**config.mk**
```make
export PLATFORM = sky130hd
export DESIGN_NAME = multicycle_control_fsm
export DESIGN_NICKNAME = d
export VERILOG_FILES = /design/src/rtl/multicycle_control_fsm.sv
export SDC_FILE = /design/constraint.sdc
export NUM_CORES = 1
export LEC_CHECK = 0
export BUFFER_PORTS_ARGS = -buffer_cell sky130_fd_sc_hd__buf_2
export CORE_UTILIZATION = 47
export DETAILED_ROUTE_END_ITERATION = 16
export MAX_ROUTING_LAYER = met4
export PLACE_DENSITY = 0.84
export SLEW_MARGIN = 20
export SYNTH_ARGS = -nofsm -noshare
export SYNTH_HDL_FRONTEND = slang
export SYNTH_SLANG_ARGS = --single-unit
```
**constraint.sdc**
```tcl
create_clock -name clk -period 4.18 [get_ports clk]
set_clock_uncertainty 0.2 [all_clocks]
set_input_delay 0.836 -clock clk [delete_from_list [all_inputs] [get_ports clk]]
set_output_delay 0.836 -clock clk [all_outputs]
set_load 0.005 [all_outputs]
```
**src/rtl/multicycle_control_fsm.sv**
```systemverilog
// Multicycle control unit for the single-bus MIPS-subset CPU.
// Explicit state register; all datapath controls decoded combinationally from state and IR fields.
module multicycle_control_fsm #(
  parameter bit MEM_HANDSHAKE = 1'b1,
  parameter bit BEQ_EN        = 1'b1,
  parameter int ALUCTLW       = 3
) (
  input  logic               clk,
  input  logic               reset,
  input  logic [5:0]         opcode,
  input  logic [5:0]         funct,
  input  logic               zero,
  input  logic               mem_ready,
  output logic               pc_we,
  output logic               ir_we,
  output logic               mem_we,
  output logic               reg_we,
  output logic               iord,
  output logic [1:0]         pc_src,
  output logic               alu_src_a,
  output logic [2:0]         alu_src_b,
  output logic [1:0]         reg_dst,
  output logic [1:0]         mem_to_reg,
  output logic [ALUCTLW-1:0] alu_ctl,
  output logic [2:0]         state,
  output logic               instr_done,
  output logic               illegal
);

  typedef enum logic [2:0] {
    FETCH  = 3'd0,
    DECODE = 3'd1,
    EXEC   = 3'd2,
    MEM    = 3'd3,
    WB     = 3'd4,
    TRAP   = 3'd7
  } state_t;

  localparam logic [ALUCTLW-1:0] ALU_ADD = ALUCTLW'(0);
  localparam logic [ALUCTLW-1:0] ALU_SUB = ALUCTLW'(1);
  localparam logic [ALUCTLW-1:0] ALU_XOR = ALUCTLW'(2);
  localparam logic [ALUCTLW-1:0] ALU_SLT = ALUCTLW'(3);

  state_t cur, nxt;

  logic is_r, r_ok, is_jr, is_j, is_jal, is_lw, is_sw, is_addi, is_xori, is_bne, is_beq;
  logic to_exec, rdy;
  logic [ALUCTLW-1:0] r_ctl;

  assign is_r    = (opcode == 6'h00);
  assign is_jr   = is_r && (funct == 6'h08);
  assign r_ok    = is_r && (funct == 6'h20 || funct == 6'h22 || funct == 6'h2A);
  assign is_j    = (opcode == 6'h02);
  assign is_jal  = (opcode == 6'h03);
  assign is_lw   = (opcode == 6'h23);
  assign is_sw   = (opcode == 6'h2B);
  assign is_addi = (opcode == 6'h08);
  assign is_xori = (opcode == 6'h0E);
  assign is_bne  = (opcode == 6'h05);
  assign is_beq  = BEQ_EN && (opcode == 6'h04);
  assign to_exec = is_lw || is_sw || is_addi || is_xori || is_bne || is_beq || r_ok;
  // Without the handshake every memory access is treated as completing in one cycle.
  assign rdy     = !MEM_HANDSHAKE || mem_ready;
  assign r_ctl   = (funct == 6'h22) ? ALU_SUB : (funct == 6'h2A) ? ALU_SLT : ALU_ADD;
  assign state   = cur;

  always_comb begin
    nxt        = cur;
    pc_we      = 1'b0;
    ir_we      = 1'b0;
    mem_we     = 1'b0;
    reg_we     = 1'b0;
    iord       = 1'b0;
    pc_src     = 2'd0;
    alu_src_a  = 1'b0;
    alu_src_b  = 3'd0;
    reg_dst    = 2'd0;
    mem_to_reg = 2'd0;
    alu_ctl    = ALU_ADD;
    instr_done = 1'b0;
    illegal    = 1'b0;
    case (cur)
      FETCH: begin
        alu_src_b = 3'd1;
        if (rdy) begin
          ir_we = 1'b1;
          pc_we = 1'b1;
          nxt   = DECODE;
        end
      end
      DECODE: begin
        // Branch target is precomputed into ALUOut while the opcode is decoded.
        alu_src_b = 3'd4;
        if (is_j || is_jal) begin
          pc_we      = 1'b1;
          pc_src     = 2'd2;
          instr_done = 1'b1;
          nxt        = FETCH;
          if (is_jal) begin
            reg_we     = 1'b1;
            reg_dst    = 2'd2;
            mem_to_reg = 2'd2;
          end
        end else if (is_jr) begin
          pc_we      = 1'b1;
          pc_src     = 2'd3;
          instr_done = 1'b1;
          nxt        = FETCH;
        end else if (to_exec) begin
          nxt = EXEC;
        end else begin
          nxt = TRAP;
        end
      end
      EXEC: begin
        alu_src_a = 1'b1;
        if (is_lw || is_sw) begin
          alu_src_b = 3'd2;
          nxt       = MEM;
        end else if (r_ok) begin
          alu_ctl = r_ctl;
          nxt     = WB;
        end else if (is_addi) begin
          alu_src_b = 3'd2;
          nxt       = WB;
        end else if (is_xori) begin
          alu_src_b = 3'd3;
          alu_ctl   = ALU_XOR;
          nxt       = WB;
        end else if (is_bne || is_beq) begin
          alu_ctl    = ALU_SUB;
          pc_src     = 2'd1;
          pc_we      = is_bne ? !zero : zero;
          instr_done = 1'b1;
          nxt        = FETCH;
        end else begin
          nxt = TRAP;
        end
      end
      MEM: begin
        iord = 1'b1;
        if (is_sw) begin
          mem_we = 1'b1;
          if (rdy) begin
            instr_done = 1'b1;
            nxt        = FETCH;
          end
        end else if (is_lw) begin
          if (rdy) nxt = WB;
        end else begin
          nxt = TRAP;
        end
      end
      WB: begin
        reg_we     = 1'b1;
        instr_done = 1'b1;
        nxt        = FETCH;
        if (is_lw) mem_to_reg = 2'd1;
        else if (r_ok) reg_dst = 2'd1;
      end
      TRAP: illegal = 1'b1;
      default: nxt = TRAP;
    endcase
    // Reset silences every strobe and select so an abandoned instruction writes nothing.
    if (reset) begin
      pc_we      = 1'b0;
      ir_we      = 1'b0;
      mem_we     = 1'b0;
      reg_we     = 1'b0;
      iord       = 1'b0;
      pc_src     = 2'd0;
      alu_src_a  = 1'b0;
      alu_src_b  = 3'd0;
      reg_dst    = 2'd0;
      mem_to_reg = 2'd0;
      alu_ctl    = ALU_ADD;
      instr_done = 1'b0;
      illegal    = 1'b0;
    end
  end

  always_ff @(posedge clk) begin
    if (reset) cur <= FETCH;
    else       cur <= nxt;
  end

endmodule

```
* Word-level counts from Yosys, hierarchy flattened
Index checks and enable logic that the tools add are counted.
Storage, ports and cells: bits in registers 3, bits of input ports 16, output and inout bits 23, logic and storage cells 119
Operators by class: equal/unequal tests 20, multiplexer cells 81, bitwise operators 1, reductions and logical operators 16
Operator list (number):
- 3-bit 2-to-1 mux | 15
- 1-bit 2-to-1 mux | 40
- 2-bit 2-to-1 mux | 18
- 6-bit equality test (second input constant) | 5
- 6-bit by 4-bit equality test with 1-bit output (second input constant) | 3
- 3-bit case mux with 6 select lines | 1
- 6-bit by 2-bit equality test with 1-bit output (second input constant) | 2
- 6-bit by 3-bit equality test with 1-bit output (second input constant) | 2
- 2-bit case mux with 2 select lines | 3
- 1-bit logical OR | 10
- 3-bit case mux with 3 select lines | 1
- 3-bit by 2-bit equality test with 1-bit output (second input constant) | 2
- 3-bit equality test (second input constant) | 2
- 6-bit zero test | 1
- 3-bit inequality test (second input constant) | 2
- 1-bit case mux with 4 select lines | 1
- 4-bit AND reduction | 1
- 3-bit by 1-bit equality test with 1-bit output (second input constant) | 1
- 3-bit zero test | 1
- 1-bit case mux with 3 select lines | 1
- 1-bit logical AND | 2
- 2-bit inequality test (second input constant) | 1
- 1-bit case mux with 2 select lines | 1
- 1-bit zero test | 1
- 1-bit inverter | 1

* Depth between registers and ports, before layout
depth in word-level cells 11, mapped depth 6, depth with buffers taken out 5

* Worst setup path before layout
Ideal clock, no wire load.
kind in2out, start point input opcode[3], end point output instr_done, data arrival time 2.132 ns, required time 3.144 ns, setup slack 1.012 ns, cell stages on the path 6, cells stage by stage buf_6 or3_4 or3b_4 nor3b_2 o21ai_1 a31oi_1
On the way: longest elaborated chain between the ends 9
RTL lines:
- start, declared | RTL line 10 | input logic [5:0] opcode,
- 6-bit by 3-bit equality test with 1-bit output, on equally long branches | RTL line 59, 60
- 1-bit logical OR | RTL line 130 | end else if (is_bne || is_beq) begin
- 1-bit 2-to-1 mux | RTL line 130
- 1-bit 2-to-1 mux | RTL line 126 | end else if (is_xori) begin
- 1-bit 2-to-1 mux | RTL line 123 | end else if (is_addi) begin
- 1-bit 2-to-1 mux | RTL line 120 | end else if (r_ok) begin
- 1-bit 2-to-1 mux | RTL line 117 | if (is_lw || is_sw) begin
- 1-bit case mux with 4 select lines * | RTL line 82 | case (cur)
- 1-bit 2-to-1 mux * | RTL line 165 | if (reset) begin
- end, declared | RTL line 26 | output logic instr_done,
Mark *: on every way between the ends. The rest lies on a longest branch, timed or not.

* Worst setup path after layout
Ends and elaborated chain as after synthesis.

==> reports/metrics.yaml <==
sta:
  min_period_over_period_pct: 81.30
  finalCriticalPeriod_ns: 3.398
  setup_viol: 0
  maxSlewViolCount: 0
  tns_ns: 0
  max_freq_mhz: 294.3
  slew_headroom_pct: 63.95
  final_hold_viol_count: 0
  worst_pin_slew_ns: 0.5400
  rsz0062_at_grt: "no"
finish:
  fin_util_pct: 65.84
  finish.instance_area_um2: 899.6
  drive_gt1_share_pct: 36.17
  antenna_cells: 0
  syn_to_final_growth_pct: 24.83
  nets: 158
  largest_reg_flops: 3
  final_common_cell: "buf_2"
  stdcell_count: 156
  final_cell_mix: "buf_2 (37), nor2_1 (13), nand2_1 (10)"
global_route:
  antenna_found_initial: 0
  grt_usage_pct: 26.42
  grt_overflow: 0
  grt_max_degree: 18
  grt_pass1_vias: 733
  grt_pass1_wl_mm: 2.911
synth:
  yosysWarnings: 0
  ys_async_sr_fraction_pct: 0
  synth_area_leaders: "dfxtp_1 (8.3%), nor2_1 (6.8%), nor3_1 (5.6%)"
  syn_inst: 108
  syn_avg_cell_area_um2: 6.673
  ys.flop_type: "dfxtp_1"
  ys_seq_elements: 3
  synth_top_cell_area_share_pct: 8.333
  synth_edf_count: 0
  synth_area_leader_cell: "dfxtp_1"
  yosysSeqAreaShare_pct: 8.333
  synth_cell_types: 50
  syn_nets: 124
  synth_area_um2: 720.7
routing:
  vias_per_cell: 6.128
  dr.pass1.iters: 4
  drcViolationCount: 0
  via_count: 956
  totalWireLength_mm: 2.131
  drt-initial-drc-count: 62
  antenna_left: 0
  wl_per_cell_um: 13.66
clock_network:
  root_buffer: "clkbuf_4"
  cts.sinks: 3
  cts_setup_buffers: 0
  cts_buffers: 3
  clk_latency_ns: 0.23
  clk_pin_slew_ns: 0.03
  cts_resized: 0
  cts_tree: "yes"
  htreeDepth: 1
  cts_buffer_depth: 2
  cts_hold_buf: 0
setup_path:
  crit_top_cell: "buf_2"
  crit_type: "primary input to output pin"
  critPathLaunchType: "primary input"
  regToRegSetupSlack_ns: 2.02
  arrival_ns: 2.36
  crit_required_ns: 3.14
  cp_max_fo: 10
  crit_slowest_cell: "or3_4"
  path_cells: "buf_2, or3_4, or3b_4, nor3b_2, o21ai_1, a31oi_1, buf_2"
  crit_buf_inv: 2
  crit_family: "simple AND/OR/NAND/NOR gates"
  crit_path_end_kind: "output pin"
  critPathMaxStageDelay_ns: 0.43
floorplan:
  rows: 13
  dieArea_um2: 1694
  start_util_pct: 52.75
  die_w_um: 41.16
  ioPinCount: 39
  die_h_um: 41.16
  core-area_um2: 1366
power_and_ir_drop:
  power_mw: 0.3245
  power_leakage_nw: 0.4262
  p_per_area_nw_per_um2: 360.7
  vdd_drop_max_uv: 370.2
placed_design:
  io_buffers: 37
  dpl_cell_area_um2: 873.3
  dpl.hpwl_mm: 1.654
  place_congestion: 0.8840
  placedCellCount: 152
run_status:
  status: "completed"
min_path:
  hold_class: "flip-flop to flip-flop"
flow_run:
  cap_violations: 0
==> Yosys cell counts, types with 2 or more instances <==
| cell | count |
|---|---|
| nor2_1 | 13 |
| nand2_1 | 10 |
| nor3_1 | 8 |
| inv_1 | 6 |
| and3_1 | 4 |
| nand3_1 | 4 |
| nor3b_1 | 4 |
| a21oi_1 | 3 |
| buf_4 | 3 |
| dfxtp_1 | 3 |
| o21ai_0 | 3 |
| a211oi_1 | 2 |
| buf_2 | 2 |
| clkbuf_1 | 2 |
| nor2b_1 | 2 |
| nor4b_1 | 2 |
| o21ba_2 | 2 |
| or2_2 | 2 |
| or3_1 | 2 |
==> power breakdown <==
part | internal, mW | total [mW] | switching [mW]
Clock | 0.0358 | 0.0507 | 0.0149
Sequential | 0.0404 | 0.0878 | 0.0474
Combinational | 0.0945 | 0.186 | 0.0916
==> layout make-up <==
type,count,area [um2]
Clock buffer,4,26.28
Fill cell,116,466.7
Inverter,6,22.52
Sequential cell,3,60.06
Timing Repair Buffer,37,185.2
Tap cell,15,18.77
Multi-Input combinational cell,91,586.8
==> cells by family after synthesis <==
| kind of cell | Yosys count | share of synthesized area (%) |
|---|---|---|
| and+or+nand+nor | 65 | 54.17 |
| DFF | 3 | 8.334 |
| xor gates and xnor gates | 1 | 1.215 |
| other | 1 | 0.5203 |
| AOI/OAI and AO/OA | 24 | 25.52 |
| buffers and inverters | 14 | 10.24 |
==> worst paths after layout <==
kind                                            start               endpoint  cells after the start
worst min-delay path            state[0]$_SDFFE_PP0P_  state[1]$_SDFFE_PP0P_                      2
worst max register to register  state[0]$_SDFFE_PP0P_  state[2]$_SDFFE_PP0P_                      5
worst min register to register  state[0]$_SDFFE_PP0P_  state[1]$_SDFFE_PP0P_                      2
worst max-delay path                        opcode[3]             instr_done                      7
==> worst min-delay path, stage by stage, from the launching register on <==
cell and delay [ns]:
dfxtp_1 0.46, nand2_1 0.15, a41oi_1 0.12
==> through the flow <==
step           setup slack, ns  hold slack [ns]
2_1_floorplan            1.012           0.4810
3_3_place_gp            0.7928           0.5295
3_5_place_dp            0.7966           0.5710
4_1_cts                 0.7962           0.5763
5_1_grt                 0.6412           0.6209
6_report                0.7817           0.5774
==> per-layer routing <==
layer | wire [um] | global-route usage (%)
met3 | 144 | 0.5435
met4 | 40 | 13.71
met2 | 1092 | 43.75
met5 | 0 | -
met1 | 853 | 32.48
No activity file was read; power rests on OpenSTA's default activity.
